## src/rtl/ext_pkg.sv

```systemverilog
// Shared definitions for the immediate/load-data extender: mode encodings.
package ext_pkg;

   typedef enum logic [2:0] {
      EXT_SIGN16 = 3'd0,
      EXT_ZERO16 = 3'd1,
      EXT_LUI    = 3'd2,
      EXT_LB     = 3'd3,
      EXT_LBU    = 3'd4,
      EXT_LH     = 3'd5,
      EXT_LHU    = 3'd6,
      EXT_WORD   = 3'd7
   } ext_mode_e;

   localparam int EXT_FIFO_DEPTH = 2;

endpackage

```

## src/rtl/ext_core.sv

```systemverilog
// Combinational extender: selects an immediate placement or a little-endian
// byte/halfword lane of the operand and extends it to DATA_W.
module ext_core
   import ext_pkg::*;
#(
   parameter  int DATA_W = 32,
   localparam int OFF_W  = $clog2(DATA_W/8),
   localparam int NB     = DATA_W/8
) (
   input  logic [DATA_W-1:0] data,
   input  logic [OFF_W-1:0]  off,
   input  logic [2:0]        mode,
   output logic [DATA_W-1:0] result,
   output logic              err
);

   logic [7:0]        byte_lane [NB];
   logic [15:0]       half_lane [NB/2];
   logic [7:0]        sel_b;
   logic [15:0]       sel_h;
   logic [DATA_W-1:0] word_ext;

   genvar gi;
   generate
      for (gi = 0; gi < NB; gi++) begin : g_byte
         assign byte_lane[gi] = data[8*gi +: 8];
      end
      for (gi = 0; gi < NB/2; gi++) begin : g_half
         assign half_lane[gi] = data[16*gi +: 16];
      end
      if (DATA_W > 32) begin : g_wide
         assign word_ext = {{(DATA_W-32){data[31]}}, data[31:0]};
      end else begin : g_narrow
         assign word_ext = data[31:0];
      end
   endgenerate

   assign sel_b = byte_lane[off];
   assign sel_h = half_lane[off[OFF_W-1:1]];

   always_comb begin
      result = '0;
      err    = 1'b0;
      case (mode)
         EXT_SIGN16: result = {{(DATA_W-16){data[15]}}, data[15:0]};
         EXT_ZERO16: result = {{(DATA_W-16){1'b0}}, data[15:0]};
         EXT_LUI:    result = {data[15:0], {(DATA_W-16){1'b0}}};
         EXT_LB:     result = {{(DATA_W-8){sel_b[7]}}, sel_b};
         EXT_LBU:    result = {{(DATA_W-8){1'b0}}, sel_b};
         // Odd halfword offsets are flagged and produce a zero result.
         EXT_LH: begin
            if (off[0]) err = 1'b1;
            else        result = {{(DATA_W-16){sel_h[15]}}, sel_h};
         end
         EXT_LHU: begin
            if (off[0]) err = 1'b1;
            else        result = {{(DATA_W-16){1'b0}}, sel_h};
         end
         EXT_WORD:   result = word_ext;
         default:    result = '0;
      endcase
   end

endmodule

```

## src/rtl/ext_stream.sv

```systemverilog
// Extender with valid/ready input and a 2-entry in-order skid FIFO holding
// finished results; in_ready depends only on the registered count.
module ext_stream
   import ext_pkg::*;
#(
   parameter  int DATA_W = 32,
   parameter  int TAG_W  = 5,
   localparam int OFF_W  = $clog2(DATA_W/8)
) (
   input  logic              clk,
   input  logic              reset,
   input  logic              flush,
   input  logic              in_valid,
   output logic              in_ready,
   input  logic [DATA_W-1:0] in_data,
   input  logic [OFF_W-1:0]  in_off,
   input  logic [2:0]        in_mode,
   input  logic [TAG_W-1:0]  in_tag,
   output logic              out_valid,
   input  logic              out_ready,
   output logic [DATA_W-1:0] out_data,
   output logic [TAG_W-1:0]  out_tag,
   output logic              out_err
);

   typedef struct packed {
      logic [DATA_W-1:0] data;
      logic [TAG_W-1:0]  tag;
      logic              err;
   } entry_t;

   entry_t            mem_reg [EXT_FIFO_DEPTH];
   entry_t            push_entry;
   logic              wr_ptr_reg;
   logic              rd_ptr_reg;
   logic [1:0]        count_reg;
   logic [1:0]        count_next;
   logic [DATA_W-1:0] core_data;
   logic              core_err;
   logic              push;
   logic              pop;

   ext_core #(.DATA_W(DATA_W)) u_core (
      .data   (in_data),
      .off    (in_off),
      .mode   (in_mode),
      .result (core_data),
      .err    (core_err)
   );

   assign push_entry = '{data: core_data, tag: in_tag, err: core_err};
   assign in_ready   = (count_reg != 2'd2);
   assign out_valid  = (count_reg != 2'd0);
   assign push       = in_valid & in_ready;
   assign pop        = out_valid & out_ready;

   always_comb begin
      count_next = count_reg;
      if (push && !pop)      count_next = count_reg + 2'd1;
      else if (pop && !push) count_next = count_reg - 2'd1;
   end

   always_ff @(posedge clk or posedge reset) begin
      if (reset) begin
         count_reg  <= 2'd0;
         wr_ptr_reg <= 1'b0;
         rd_ptr_reg <= 1'b0;
         mem_reg[0] <= '0;
         mem_reg[1] <= '0;
      end else if (flush) begin
         // A push in the same cycle as flush is deliberately dropped.
         count_reg  <= 2'd0;
         wr_ptr_reg <= 1'b0;
         rd_ptr_reg <= 1'b0;
      end else begin
         if (push) begin
            mem_reg[wr_ptr_reg] <= push_entry;
            wr_ptr_reg          <= ~wr_ptr_reg;
         end
         if (pop) rd_ptr_reg <= ~rd_ptr_reg;
         count_reg <= count_next;
      end
   end

   assign out_data = mem_reg[rd_ptr_reg].data;
   assign out_tag  = mem_reg[rd_ptr_reg].tag;
   assign out_err  = mem_reg[rd_ptr_reg].err;

endmodule

```

## config.mk

```make
export PLATFORM = sky130hd
export DESIGN_NAME = ext_stream
export DESIGN_NICKNAME = d
export VERILOG_FILES = /design/src/rtl/ext_pkg.sv /design/src/rtl/ext_core.sv /design/src/rtl/ext_stream.sv
export SDC_FILE = /design/constraint.sdc
export NUM_CORES = 1
export LEC_CHECK = 0
export CORE_UTILIZATION = 57
export DETAILED_ROUTE_END_ITERATION = 8
export PLACE_DENSITY = 0.95
export SETUP_SLACK_MARGIN = 0.1
export SLEW_MARGIN = 5
export SYNTH_ARGS = -nofsm -noshare
export SYNTH_HDL_FRONTEND = slang
export SYNTH_HIERARCHICAL = 1
export SYNTH_SLANG_ARGS = --single-unit
```

## constraint.sdc

```tcl
create_clock -name clk -period 3.9 [get_ports clk]
set_input_delay 0.78 -clock clk [delete_from_list [all_inputs] [get_ports clk]]
set_output_delay 0.78 -clock clk [all_outputs]
set_load 0.02 [all_outputs]
```

==> impl_metrics.json <==
{
  "cp_cell_sequence": "clkdlybuf4s50_1, nor2b_1, nand2_1, a2bb2oi_1, a22oi_1, mux2_2",
  "synth-edff-count": 0,
  "max-clock-path-buffers": 2,
  "max_cap_viol_count": 0,
  "design_area_um2": 5740,
  "finalHoldViolations": 0,
  "die_w_um": 92.8,
  "postSynthCellCount": 388,
  "finalCritPeriodShare_pct": 78.9,
  "p_clk_share_pct": 24.5,
  "dp_hpwl_mm": 7.67,
  "netlist_area_um2": 4700,
  "powerDensity_nw_per_um2": 478,
  "clock_sinks": 80,
  "coreArea_um2": 7850,
  "largest_register_ffs": 76,
  "synth_ff_type": "dfrtp_1",
  "startpoint_type": "input pin",
  "cts-hold-fix-buffers": 0,
  "wl_mm": 11.4,
  "cts_tree": "yes",
  "drive_gt1_share_pct": 34.6,
  "crit_slowest_cell": "clkdlybuf4s50_1",
  "slew_headroom_pct": 27.2,
  "ys_async_sr_fraction_pct": 100,
  "path_clk_slew_ns": 0.08,
  "grt_max_degree": 43,
  "setup_violations": 0,
  "worstHoldStart": "mem_reg[45]",
  "r2r-start": "count_reg[1]",
  "grt_pass1_wl_mm": 18.2,
  "max_stage_delay_ns": 0.90,
  "fmax_mhz": 325,
  "endpoint_kind": "register",
  "critPathLaunch": "in_mode[2]",
  "holdWs_ns": 0.507,
  "dp_cells": 554,
  "pwr-share-seq_pct": 41.3,
  "cp.required_ns": 4.19,
  "outcome": "finished, final reports clean",
  "internal_power_mw": 1.91,
  "leakage_nw": 2.53,
  "stdcell_count": 570,
  "ys_warn_count": 6,
  "vias_per_cell": 6.38,
  "synth_nets": 435,
  "drc": 0,
  "critical_path_class": "in -> reg",
  "num_vias": 3635,
  "synth_cell_types": 56,
  "arrival_ns": 3.36,
  "antenna_found_initial": 0,
  "ys_seq_area_share_pct": 42.6,
  "p_comb_share_pct": 34.2,
  "setup_tns_ns": 0,
  "peakVddDrop_v": 0.000283,
  "skew_ns": 0.0118,
  "dpl_cell_area_um2": 5520,
  "nets": 510,
  "cts-root-buf": "clkbuf_8",
  "cts_resized": 0,
  "cts_buffers": 9,
  "p_sw_mw": 0.833,
  "crit_family": "simple AND/OR/NAND/NOR gates",
  "clock_latency_ns": 0.35,
  "portBuffers": 86,
  "avgSynthCellArea_um2": 12.1,
  "path_buf_inv": 1,
  "rows": 32,
  "synth-seq-cells": 80,
  "drv_slew": 0,
  "cp_max_fo": 21,
  "start_util_pct": 59.9,
  "wl_per_cell_um": 20.0,
  "post-cts-setup-buffers": 0,
  "dieArea_um2": 8620,
  "drtIter0Drc": 374,
  "area_delta_synth_final_pct": 22.1,
  "grt_usage_pct": 27.4,
  "rsz0062_at_grt": "no",
  "hp-class": "reg -> reg",
  "firstDrtPassIters": 5,
  "gp_congestion": 0.943,
  "post-route-min-period_ns": 3.08,
  "grt_overflow": 0,
  "n_antenna_cell": 0,
  "grt_pass1_vias": 3651,
  "h-tree-depth": 3,
  "switching_share_pct": 30.4,
  "drtAntennaViolNets": 0,
  "utilization_pct": 73.2,
  "io_pins": 87,
  "worst_slew_pin_slew_ns": 1.09,
  "die_h_um": 92.8
}
-- cell type report --
cell class	count	area [µm²]
Inverter	8	30.0
Multi-Input combinational cell	270	2440
Fill cell	534	2110
Clock buffer	10	128
Timing Repair Buffer	94	921
Clock inverter	6	90.1
Tap cell	102	128
Sequential cell	80	2000
-- power groups by stage --
stage               clock, mW  sequential (mW)  combinational, mW
floorplan                   0             1.11              0.615
global placement            0             1.12              0.903
detailed placement          0             1.15              0.925
CTS                     0.681             1.13              0.939
global route            0.715             1.16              0.994
finish                  0.673             1.13              0.938
-- kinds of logic after synthesis --
group	count (synthesis)	synth area share (%)
buffers and inverters	38	5.48
multiplexers	125	30.0
AO/OA/AOI/OAI	91	14.3
XOR/XNOR	3	0.559
flip-flops	80	42.6
AND/OR/NAND/NOR	51	7.03
-- metrics by stage --
stage	power, mW	setup slack [ns]
finish	2.74	0.824
CTS	2.75	0.904
floorplan	1.72	1.07
global route	2.87	0.779
detailed placement	2.07	0.579
global placement	2.03	0.687
-- layout by cell type, fill, tap and decap left out, drive strengths merged, types with 2 or more instances in the layout --
| cell type | instances |
|---|---|
| inv | 10 |
| nand2b | 3 |
| o2bb2ai | 2 |
| a21oi | 22 |
| nand3 | 2 |
| a22o | 20 |
| and3 | 2 |
| and2 | 3 |
| dfrtp | 80 |
| clkbuf | 10 |
| or3 | 2 |
| a221o | 7 |
| nand2 | 21 |
| o21ai | 12 |
| nor2b | 2 |
| o221ai | 6 |
| clkdlybuf4s50 | 86 |
| xor2 | 2 |
| nor3b | 2 |
| o211ai | 2 |
| nor2 | 4 |
| o21a | 8 |
| buf | 8 |
| or2 | 3 |
| bufinv | 2 |
| mux2 | 116 |
| mux2i | 8 |
| a2bb2oi | 2 |
-- routing by layer --
layer  up-vias  global-route usage, %  wire length (µm)
met5         -                      0                 0
met4         0                   12.2               408
met3        42                   5.01               856
met2       186                   45.0              5470
met1      1802                   35.2              4670
li1       1605                      -                 -
-- worst paths after layout --
| path | endpoint | slack [ns] | depth (start not counted) |
|---|---|---|---|
| min in group asynchronous | mem_reg[40] | 0.64 | 2 |
| max in group asynchronous | mem_reg[38] | 2.48 | 3 |
| hold / removal | mem_reg[45] | 0.51 | 1 |
| hold reg to reg | mem_reg[45] | 0.51 | 1 |
| setup reg to reg | mem_reg[8] | 2.07 | 5 |
| setup / recovery | mem_reg[59] | 0.82 | 6 |
-- synthesized netlist by cell type, types with 7 or more instances --
library cell,number,area share (%)
nand2_2,11,1.5
mux2i_1,8,1.7
mux2_2,114,27
nand2_1,10,0.80
dfrtp_1,80,43
a22o_1,20,3.7
buf_6,7,1.7
buf_2,10,1.1
o21ai_0,12,1.3
o21a_1,7,1.1
clkbuf_1,7,0.56
a21oi_1,22,2.3
a221o_1,7,1.5
-- worst register-to-register path, cell delays in order (launching register included) --
cell,delay [ns]
dfrtp_1,0.44
nor2b_4,0.23
inv_2,0.06
nand4b_1,0.10
buf_4,0.46
mux2_2,0.43
No activity file was read; power rests on OpenSTA's default activity.
